## src/rtl/uart_pkg.sv

```systemverilog
// Shared definitions for the memory-mapped UART receiver: FSM encoding,
// status bit positions and default parameter values.
package uart_pkg;

  typedef enum logic [2:0] {
    ST_IDLE,
    ST_START,
    ST_DATA,
    ST_STOP,
    ST_WAIT_HIGH
  } rx_state_e;

  localparam int unsigned STAT_VALID     = 0;
  localparam int unsigned STAT_OVERRUN   = 1;
  localparam int unsigned STAT_FRAME_ERR = 2;
  localparam int unsigned STAT_FULL      = 3;
  localparam int unsigned STAT_W         = 4;

  localparam int unsigned TICK_DIV_DEF = 27;
  localparam int unsigned DEPTH_DEF    = 4;
  localparam int unsigned BUS_W        = 32;
  localparam int unsigned BYTE_W       = 8;

  localparam logic [BUS_W-1:0] ADDR_DATA_DEF = 32'h0000_00F8;
  localparam logic [BUS_W-1:0] ADDR_STAT_DEF = 32'h0000_00FC;

endpackage

```

## src/rtl/uart_rx_port_if.sv

```systemverilog
// Core-side load bus of the UART receiver: address and load strobe in,
// combinational hit/read data and registered rx_valid out.
interface uart_rx_port_if;
  logic [31:0] addr;
  logic        rd_en;
  logic        hit;
  logic [31:0] rdata;
  logic        rx_valid;

  modport master (output addr, rd_en, input hit, rdata, rx_valid);
  modport slave  (input addr, rd_en, output hit, rdata, rx_valid);
endinterface

```

## src/rtl/rx_fifo.sv

```systemverilog
// Synchronous byte FIFO; a push into a full FIFO is accepted only when a pop
// happens in the same cycle. head_o reads as zero while empty.
module rx_fifo #(
  parameter int unsigned DEPTH = 4,
  parameter int unsigned WIDTH = 8
) (
  input  logic             clk,
  input  logic             rst,
  input  logic             push_i,
  input  logic             pop_i,
  input  logic [WIDTH-1:0] wdata_i,
  output logic [WIDTH-1:0] head_o,
  output logic             full_o,
  output logic             empty_o,
  output logic             valid_o
);
  localparam int unsigned AW = (DEPTH > 1) ? $clog2(DEPTH) : 1;
  localparam int unsigned CW = AW + 1;

  logic [WIDTH-1:0] mem_q [DEPTH];
  logic [AW-1:0]    head_q, tail_q;
  logic [CW-1:0]    count_q, count_d;
  logic             valid_q;
  logic             do_push, do_pop;

  assign empty_o = (count_q == '0);
  assign full_o  = (count_q == CW'(DEPTH));
  assign do_pop  = pop_i && !empty_o;
  assign do_push = push_i && (!full_o || do_pop);
  assign head_o  = empty_o ? '0 : mem_q[head_q];
  assign valid_o = valid_q;

  always_comb begin
    count_d = count_q;
    if (do_push && !do_pop)      count_d = count_q + CW'(1);
    else if (!do_push && do_pop) count_d = count_q - CW'(1);
  end

  always_ff @(posedge clk) begin
    if (rst) begin
      head_q  <= '0;
      tail_q  <= '0;
      count_q <= '0;
      valid_q <= 1'b0;
    end else begin
      if (do_push) tail_q <= tail_q + AW'(1);
      if (do_pop)  head_q <= head_q + AW'(1);
      count_q <= count_d;
      valid_q <= (count_d != '0);
    end
  end

  // Storage is not reset; empty entries are masked by head_o.
  always_ff @(posedge clk) begin
    if (do_push) mem_q[tail_q] <= wdata_i;
  end
endmodule

```

## src/rtl/uart_rx_port.sv

```systemverilog
// Memory-mapped 8N1 UART receiver: 16x oversampled deserializer feeding a
// small FIFO, read by the core through data/status registers.
module uart_rx_port
  import uart_pkg::*;
#(
  parameter int unsigned      TICK_DIV  = TICK_DIV_DEF,
  parameter int unsigned      DEPTH     = DEPTH_DEF,
  parameter logic [BUS_W-1:0] ADDR_DATA = ADDR_DATA_DEF,
  parameter logic [BUS_W-1:0] ADDR_STAT = ADDR_STAT_DEF
) (
  input  logic         clk,
  input  logic         rst,
  input  logic         rxd,
  uart_rx_port_if.slave bus
);
  localparam int unsigned TW = (TICK_DIV > 1) ? $clog2(TICK_DIV) : 1;

  logic              sync1_q, sync2_q;
  logic [TW-1:0]     tick_cnt_q;
  logic              tick;
  rx_state_e         state_q;
  logic [3:0]        os_q;
  logic [2:0]        bit_q;
  logic [BYTE_W-1:0] shift_q;
  logic              frame_err_q, overrun_q;
  logic              stop_sample, push, pop, ferr_set, ovr_set, stat_clr;
  logic              sel_data, sel_stat;
  logic              fifo_full, fifo_empty, fifo_valid;
  logic [BYTE_W-1:0] head_data;
  logic [STAT_W-1:0] stat;

  assign tick        = (tick_cnt_q == TW'(TICK_DIV - 1));
  assign stop_sample = (state_q == ST_STOP) && tick && (os_q == 4'd15);
  assign push        = stop_sample && sync2_q;
  assign ferr_set    = stop_sample && !sync2_q;
  assign sel_data    = (bus.addr == ADDR_DATA);
  assign sel_stat    = (bus.addr == ADDR_STAT);
  assign pop         = bus.rd_en && sel_data;
  assign stat_clr    = bus.rd_en && sel_stat;
  assign ovr_set     = push && fifo_full && !pop;

  always_ff @(posedge clk) begin
    if (rst) begin
      sync1_q <= 1'b1;
      sync2_q <= 1'b1;
    end else begin
      sync1_q <= rxd;
      sync2_q <= sync1_q;
    end
  end

  // Free-running tick divider, re-phased at each detected start edge.
  always_ff @(posedge clk) begin
    if (rst)                                  tick_cnt_q <= '0;
    else if (state_q == ST_IDLE && !sync2_q)  tick_cnt_q <= '0;
    else if (tick)                            tick_cnt_q <= '0;
    else                                      tick_cnt_q <= tick_cnt_q + TW'(1);
  end

  always_ff @(posedge clk) begin
    if (rst) begin
      state_q <= ST_IDLE;
      os_q    <= '0;
      bit_q   <= '0;
      shift_q <= '0;
    end else begin
      case (state_q)
        ST_IDLE: begin
          if (!sync2_q) begin
            state_q <= ST_START;
            os_q    <= '0;
          end
        end
        ST_START: begin
          if (tick) begin
            if (os_q == 4'd7) begin
              os_q    <= '0;
              bit_q   <= '0;
              state_q <= sync2_q ? ST_IDLE : ST_DATA;
            end else begin
              os_q <= os_q + 4'd1;
            end
          end
        end
        ST_DATA: begin
          if (tick) begin
            if (os_q == 4'd15) begin
              os_q    <= '0;
              shift_q <= {sync2_q, shift_q[BYTE_W-1:1]};
              if (bit_q == 3'd7) state_q <= ST_STOP;
              else               bit_q   <= bit_q + 3'd1;
            end else begin
              os_q <= os_q + 4'd1;
            end
          end
        end
        ST_STOP: begin
          if (tick) begin
            if (os_q == 4'd15) begin
              os_q    <= '0;
              state_q <= sync2_q ? ST_IDLE : ST_WAIT_HIGH;
            end else begin
              os_q <= os_q + 4'd1;
            end
          end
        end
        ST_WAIT_HIGH: if (sync2_q) state_q <= ST_IDLE;
        default:      state_q <= ST_IDLE;
      endcase
    end
  end

  // A set in the same cycle as a status-read clear takes priority.
  always_ff @(posedge clk) begin
    if (rst) begin
      frame_err_q <= 1'b0;
      overrun_q   <= 1'b0;
    end else begin
      frame_err_q <= ferr_set || (frame_err_q && !stat_clr);
      overrun_q   <= ovr_set  || (overrun_q   && !stat_clr);
    end
  end

  rx_fifo #(.DEPTH(DEPTH), .WIDTH(BYTE_W)) u_fifo (
    .clk     (clk),
    .rst     (rst),
    .push_i  (push),
    .pop_i   (pop),
    .wdata_i (shift_q),
    .head_o  (head_data),
    .full_o  (fifo_full),
    .empty_o (fifo_empty),
    .valid_o (fifo_valid)
  );

  always_comb begin
    stat                 = '0;
    stat[STAT_VALID]     = fifo_valid;
    stat[STAT_OVERRUN]   = overrun_q;
    stat[STAT_FRAME_ERR] = frame_err_q;
    stat[STAT_FULL]      = fifo_full;
  end

  assign bus.hit      = sel_data || sel_stat;
  assign bus.rx_valid = fifo_valid;
  assign bus.rdata    = sel_data ? {(BUS_W-BYTE_W)'(0), head_data} :
                        sel_stat ? {(BUS_W-STAT_W)'(0), stat} : '0;

  logic unused_ok;
  assign unused_ok = fifo_empty;
endmodule

```

## src/flat_wrapper.sv

```systemverilog
// flat-port wrapper written by rule: the top's interface ports become plain ports
module uart_rx_port_flat import uart_pkg::*;
#(
  parameter int unsigned      TICK_DIV  = TICK_DIV_DEF,
  parameter int unsigned      DEPTH     = DEPTH_DEF,
  parameter logic [BUS_W-1:0] ADDR_DATA = ADDR_DATA_DEF,
  parameter logic [BUS_W-1:0] ADDR_STAT = ADDR_STAT_DEF
)
  (clk, rst, rxd, bus_addr, bus_rd_en, bus_hit, bus_rdata, bus_rx_valid);
  uart_rx_port_if bus_i ();
  input  logic clk;
  input  logic rst;
  input  logic rxd;
  input wire logic [$bits(bus_i.addr)-1:0] bus_addr;
  input wire logic [$bits(bus_i.rd_en)-1:0] bus_rd_en;
  output wire logic [$bits(bus_i.hit)-1:0] bus_hit;
  output wire logic [$bits(bus_i.rdata)-1:0] bus_rdata;
  output wire logic [$bits(bus_i.rx_valid)-1:0] bus_rx_valid;
  assign bus_i.addr = bus_addr;
  assign bus_i.rd_en = bus_rd_en;
  assign bus_hit = bus_i.hit;
  assign bus_rdata = bus_i.rdata;
  assign bus_rx_valid = bus_i.rx_valid;
  uart_rx_port #(.TICK_DIV(TICK_DIV), .DEPTH(DEPTH), .ADDR_DATA(ADDR_DATA), .ADDR_STAT(ADDR_STAT)) u_core (.clk(clk), .rst(rst), .rxd(rxd), .bus(bus_i));
endmodule
```

## config.mk

```make
export PLATFORM = sky130hd
export DESIGN_NAME = uart_rx_port_flat
export DESIGN_NICKNAME = d
export VERILOG_FILES = /design/src/rtl/uart_pkg.sv /design/src/rtl/uart_rx_port_if.sv /design/src/rtl/rx_fifo.sv /design/src/rtl/uart_rx_port.sv /design/src/flat_wrapper.sv
export SDC_FILE = /design/constraint.sdc
export NUM_CORES = 1
export LEC_CHECK = 0
export CAP_MARGIN = 20
export CORE_AREA = 2 2 96 98
export DETAILED_ROUTE_END_ITERATION = 7
export DIE_AREA = 0 0 98 100
export GPL_TIMING_DRIVEN = 0
export PLACE_DENSITY_LB_ADDON = 0.12
export SYNTH_ARGS = -nofsm -noshare
export SYNTH_HDL_FRONTEND = slang
export SYNTH_SLANG_ARGS = --single-unit
```

## constraint.sdc

```tcl
create_clock -name clk -period 7 [get_ports clk]
set_input_delay 1.4 -clock clk [delete_from_list [all_inputs] [get_ports clk]]
set_output_delay 1.4 -clock clk [all_outputs]
set_load 0.005 [all_outputs]
```

**Word-level counts from Yosys, hierarchy flattened**

Memories as Yosys holds them, arrays and structs flattened. A register that Yosys moved wholly into a read port is not among the register bits.
Index checks and enable logic that the tools add are counted.

- Input port bits: 36
- Memories kept: 1
- Bits in registers: 35
- Word-level logic and storage cells: 113
- Memory bits (writable): 32

- Reductions and logical operators: 37
- Muxes and demuxes: 33
- $add $sub $neg: 7
- Equal/unequal tests: 22

Memories:

| name | words | width | rd ports | clocked after memory_dff | wr ports | RTL line | text |
|---|---|---|---|---|---|---|---|
| u_core.u_fifo.mem_q | 4 | 8 | 1 | 1 | 1 | rx_fifo.sv:20 | `logic [WIDTH-1:0] mem_q [DEPTH];` |

Operators by type and width:

| cell | number |
|---|---|
| 32-bit by 8-bit equality test with 1-bit output (second input constant) | 2 |
| 3-bit 2-to-1 mux | 17 |
| 32-bit 2-to-1 mux | 1 |
| 4-bit 2-to-1 mux | 6 |
| 2-bit by 1-bit != test with 1-bit output (second input constant) | 8 |
| 1-bit logical AND | 15 |
| 3-bit one-hot mux with 5 select lines | 1 |
| 4-bit one-hot mux with 3 select lines | 1 |
| 3-bit equality test (second input constant) | 3 |
| 9-bit AND reduction | 1 |
| 8-bit 2-to-1 mux | 1 |
| 1-bit zero test | 7 |
| 3-bit by 1-bit adder with 3-bit output (second input constant) | 2 |
| 3-bit by 2-bit equality test with 1-bit output (second input constant) | 2 |
| 3-bit zero test | 2 |
| 2-bit 2-to-1 mux | 3 |
| 2-bit != test (second input constant) | 3 |
| 3-bit one-hot mux with 2 select lines | 1 |
| 6-bit AND reduction | 1 |
| 3-bit nonzero test | 2 |
| 5-bit by 1-bit adder with 5-bit output (second input constant) | 1 |
| 5-bit equality test (second input constant) | 1 |
| 2-bit by 1-bit adder with 2-bit output (second input constant) | 2 |
| 4-bit by 1-bit adder with 4-bit output (second input constant) | 1 |
| 11 further kinds | 15 |

**Depth between registers and ports, before layout**

- Depth after elaboration: 10
- Gate-level depth with buffers: 9
- Mapped depth without buffers: 8

**By module**

Synthesis repeated with hierarchy kept, for this count alone.

- Cells, all modules: 308
- Area, all modules: 3,535.9 um^2

By module, submodules not included:

| module | cells each | area an instance (um^2) | times used |
|---|---|---|---|
| rx_fifo | 121 | 1,833.0 | 1 |
| uart_rx_port | 187 | 1,702.9 | 1 |

**Worst setup path before layout**

Ideal clock, no wire load.

- Path type: input-to-output
- Start point: input bus_addr[8]
- End point: output bus_rdata[4]
- Stages on the path: 7
- Path buffers: 1
- Data arrival time: 3.026 ns
- Setup slack: 2.574 ns
- Cell sequence: or4_4 nor4_4 and2_1 buf_4 nand2_1 nor2_2 and2_1

- Longest elaborated chain between the ends: 2

Ends and longest elaborated chain:

| element | RTL line | text |
|---|---|---|
| start: declaration | flat_wrapper.sv:14 | `input wire logic [$bits(bus_i.addr)-1:0] bus_addr;` |
| 32-bit by 8-bit equality test with 1-bit output | uart_rx_port.sv:36 | `assign sel_data = (bus.addr == ADDR_DATA);` |
| 32-bit 2-to-1 mux | uart_rx_port.sv:146 | `assign bus.rdata = sel_data ? {(BUS_W-BYTE_W)'(0), head_data} :` |
| end: declaration | flat_wrapper.sv:17 | `output wire logic [$bits(bus_i.rdata)-1:0] bus_rdata;` |

No other way between the ends.

**Final worst setup path**

- Start point: input bus_addr[8]
- End point: output bus_rdata[2]

- Longest elaborated chain between the ends: 3
- Elaborated cells on any way between the ends: 4
- Those cells by class: eq/ne: 2; mux: 2

Ends and longest elaborated chain:

| element | RTL line | text |
|---|---|---|
| 32-bit by 8-bit equality test with 1-bit output | uart_rx_port.sv:37 | `assign sel_stat = (bus.addr == ADDR_STAT);` |
| 4-bit 2-to-1 mux | uart_rx_port.sv:147 | `sel_stat ? {(BUS_W-STAT_W)'(0), stat} : '0;` |
| 32-bit 2-to-1 mux * | uart_rx_port.sv:146 |  |

Mark *: on every way between the ends. The rest lies on a longest branch, timed or not.

==> flow_metrics.env <==
export IMPL_critical_path_data_required_time_ps=5600
export IMPL_sw_frac_of_total_pct=21.9
export IMPL_timing_critical_path_fanout_max=8
export IMPL_cts_buffer_depth=2
export IMPL_layout_drive_gt1_share_pct=15.6
export IMPL_post_drt_via_cell_ratio=4.88
export IMPL_fin_crit_ps=5590
export IMPL_data_arrival_at_the_endpoint_of_the_critical_path_ps=4190
export IMPL_r2r_worst_path_cells=6
export IMPL_grt_max_degree=14
export IMPL_antenna_violation_net_count_after_detailed_routing=0
export IMPL_ys_seq_area_share_pct=49.5
export IMPL_floorplan_die_height_um=100
export IMPL_floorplan_initialDensity_pct=38.7
export IMPL_max_clock_freq_mhz=179
export IMPL_outcome="finished clean"
export IMPL_buffer_ports_inserted=43
export IMPL_layout_nets=447
export IMPL_cts_post_setup_buffers_inserted=0
export IMPL_fillerInstances=838
export IMPL_post_cts_resized=0
export IMPL_hold_path_class="reg2reg"
export IMPL_cts_sink_count=69
export IMPL_post_cts_hold_buffer_count=0
export IMPL_grt_overflow_total=0
export IMPL_netlist_top_cells_area="sky130_fd_sc_hd__edfxtp_1 28%, sky130_fd_sc_hd__dfxtp_1 22%, sky130_fd_sc_hd__buf_4 5.5%"
export IMPL_global_route_usage_sum_pct=15.1
export IMPL_initial_antenna_violation_count=0
export IMPL_areaGrowthSynthToFinish_pct=24.8
export IMPL_yosys_top_cells_count="37 x sky130_fd_sc_hd__dfxtp_1, 32 x sky130_fd_sc_hd__edfxtp_1, 25 x sky130_fd_sc_hd__buf_4, 25 x sky130_fd_sc_hd__nor2_1, 24 x sky130_fd_sc_hd__nand2_1"
export IMPL_critical_path_class="in2out"
export IMPL_power_share_combinational_pct=6.0
export IMPL_avgSynthCellArea_um2=10.7
export IMPL_post_dp_hpwl_mm=5.05
export IMPL_hold_path_depth=1
export IMPL_cts_tree="done"
export IMPL_die_width_um=98
export IMPL_core_area_um2=8890
export IMPL_final_min_period_over_clock_period_pct=79.9
export IMPL_numPlacedInstances=499
export IMPL_fin_ws_ps=1410
export IMPL_synth_top_area_share_pct=27.9
export IMPL_yosys_top_cell_by_area="sky130_fd_sc_hd__edfxtp_1"
export IMPL_clk_insertion_delay_late_ps=340
export IMPL_worst_clock_skew_ps=10.6
export IMPL_post_layout_nonfiller_instances=515
export IMPL_synth_cell_type_count=54
export IMPL_postRouteWirelength_mm=7.01
export IMPL_route_detailed_wl_per_inst_um=13.6
export IMPL_ys_dominant_reg_cell="sky130_fd_sc_hd__dfxtp_1"
export IMPL_power_report_internal_total_uw=615
export IMPL_worst_ir_drop_vdd_mv=0.0798
export IMPL_clock_pin_slew_of_the_registers_on_the_worst_case_setup_and_hold_paths_ps=80
export IMPL_synth_seq_cells=69
export IMPL_slew_viol_final=0
export IMPL_residual_drc=0
export IMPL_numCtsBuffers=9
export IMPL_power_density_nw_per_um2=184
export IMPL_drt_first_pass_iters=4
export IMPL_finalSetupViolations=0
export IMPL_portion_of_total_power_attributed_to_sequential_cells_pct=53.6
export IMPL_timing_hold_ws_ps=425
export IMPL_clock_root_buffer="sky130_fd_sc_hd__clkbuf_8"
export IMPL_cts_htree_levels=3
export IMPL_ys_async_sr_fraction_pct=0
export IMPL_drtIter0Drc=142
export IMPL_static_leakage_power_uw=0.00159
export IMPL_antennaDiodeCount=0
export IMPL_grt_first_pass_wirelength_mm=11.6
export IMPL_core_rowCount=35
export IMPL_timing_setup_tns_ps=0
export IMPL_mappedNetlistArea_um2=3440
export IMPL_crit_start_category="input pin"
export IMPL_post_synth_inst_count=322
export IMPL_place_gp_congestion=0.834
export IMPL_dieArea_um2=9800
export IMPL_synth_warnings=0
export IMPL_maxCapViolCount=0
export IMPL_vias_in_the_first_global_route=2418
export IMPL_pre_cts_ws_ps=1370
export IMPL_p_sw_uw=173
export IMPL_power_share_clock_pct=40.3
export IMPL_vias=2514
export IMPL_top_level_ports=70
export IMPL_tightestPinTransition_ps=749
export IMPL_finalHoldViolations=0
export IMPL_rsz0062_at_grt="no"
export IMPL_synth_edf_count=32
export IMPL_max_slew_margin_pct=50.1
export IMPL_end_kind="output port"
export IMPL_yosysMostFrequentCell="sky130_fd_sc_hd__dfxtp_1"
placed cells by master, fill, tap and decap left out, drive strengths merged, types with 2 or more instances in the layout:
cell type / n
or2: 2
conb: 24
o21ai: 15
a31oi: 3
nor4: 6
or3: 2
inv: 11
nor2: 26
a21oi: 18
mux2i: 5
or4: 3
nand4: 3
clkdlybuf4s50: 43
clkinv: 4
nand3: 14
a311oi: 2
nor2b: 7
nor3: 8
xnor2: 4
nand4b: 2
mux4: 8
xor2: 4
nand2: 24
and2: 9
a311o: 2
a32o: 3
a22oi: 2
clkbuf: 20
buf: 28
and3: 4
and4: 2
ha: 12
edfxtp: 32
nand2b: 3
dfxtp: 37
routing by layer:
layer | up-vias | routed length, um | track usage (%)
met5 | - | 0 | 0
met4 | 0 | 92 | 4.49
met3 | 11 | 352 | 4.67
met2 | 74 | 3360 | 25.5
met1 | 1161 | 3200 | 18.7
li1 | 1268 | - | -
power groups by stage:
stage / clock network (uW) / logic [uW] / registers, uW
finish: 318 / 47.6 / 422
global route: 346 / 52.5 / 423
CTS: 328 / 47.4 / 422
detailed placement: 0 / 47.2 / 432
global placement: 0 / 46.6 / 432
floorplan: 0 / 24.9 / 431
per-stage QoR:
stage | total power [uW] | utilization [%] | area (um^2)
floorplan | 456 | - | 3520
global placement | 478 | 46.1 | 4090
detailed placement | 479 | 46.1 | 4090
CTS | 797 | 48.3 | 4290
global route | 821 | 48.3 | 4290
finish | 788 | 48.3 | 4290
sequential cells by signal, indices dropped and copies added, names as in the netlist, 2 cells and up, named ones only:
name                   count
u_core.state_q             3
u_core.tick_cnt_q          5
u_core.u_fifo.head_q       2
u_core.shift_q             8
u_core.os_q                4
u_core.u_fifo.mem_q       32
u_core.u_fifo.count_q      3
u_core.bit_q               3
u_core.u_fifo.tail_q       2
area by class of cell:
class                   count  area, um^2  share of cell area [%]
flip-flops and latches     69        1700                    39.7
multi-input cells         227        1540                    35.9
repair buffers             43         430                    10.0
plain buffers              39         243                    5.66
well taps                 111         139                    3.24
clock buffers               9         124                    2.89
clock inverters             7        73.8                    1.72
inverters                  10        37.5                   0.875
path summary, 6_finish.rpt:
check / from / endpoint / slack [ps]
max: bus_addr[8] / bus_rdata[2] / 1410
min: u_core.sync1_q$_SDFF_PP1_ / u_core.sync2_q$_SDFF_PP1_ / 430
max reg2reg: u_core.os_q[0]$_SDFFE_PP0P_ / u_core.u_fifo.mem_q[0][3]$_DFFE_PP_ / 4480
min reg2reg: u_core.sync1_q$_SDFF_PP1_ / u_core.sync2_q$_SDFF_PP1_ / 430
kinds of logic (layout without fill, tap and decap cells):
family	after synthesis	count (layout)	share of synthesized area, %
AND/OR/NAND/NOR	118	118	19.3
flip-flops	69	69	49.5
AO/OA/AOI/OAI	52	52	9.83
buffers and inverters	49	108	8.15
multiplexers	13	13	6.70
adder cells (fa/ha/maj)	12	12	4.37
XOR/XNOR	8	8	2.04
other	1	24	0.109
worst max-delay path: stages:
cell and delay, ps:
sky130_fd_sc_hd__clkdlybuf4s50_1 400, sky130_fd_sc_hd__or4_4 540, sky130_fd_sc_hd__nor4_4 450, sky130_fd_sc_hd__and2_1 190, sky130_fd_sc_hd__buf_4 150, sky130_fd_sc_hd__nand2_1 90, sky130_fd_sc_hd__nor2_2 280, sky130_fd_sc_hd__a32o_1 180
sky130_fd_sc_hd__clkdlybuf4s50_1 500
No activity file was read; power rests on OpenSTA's default activity.
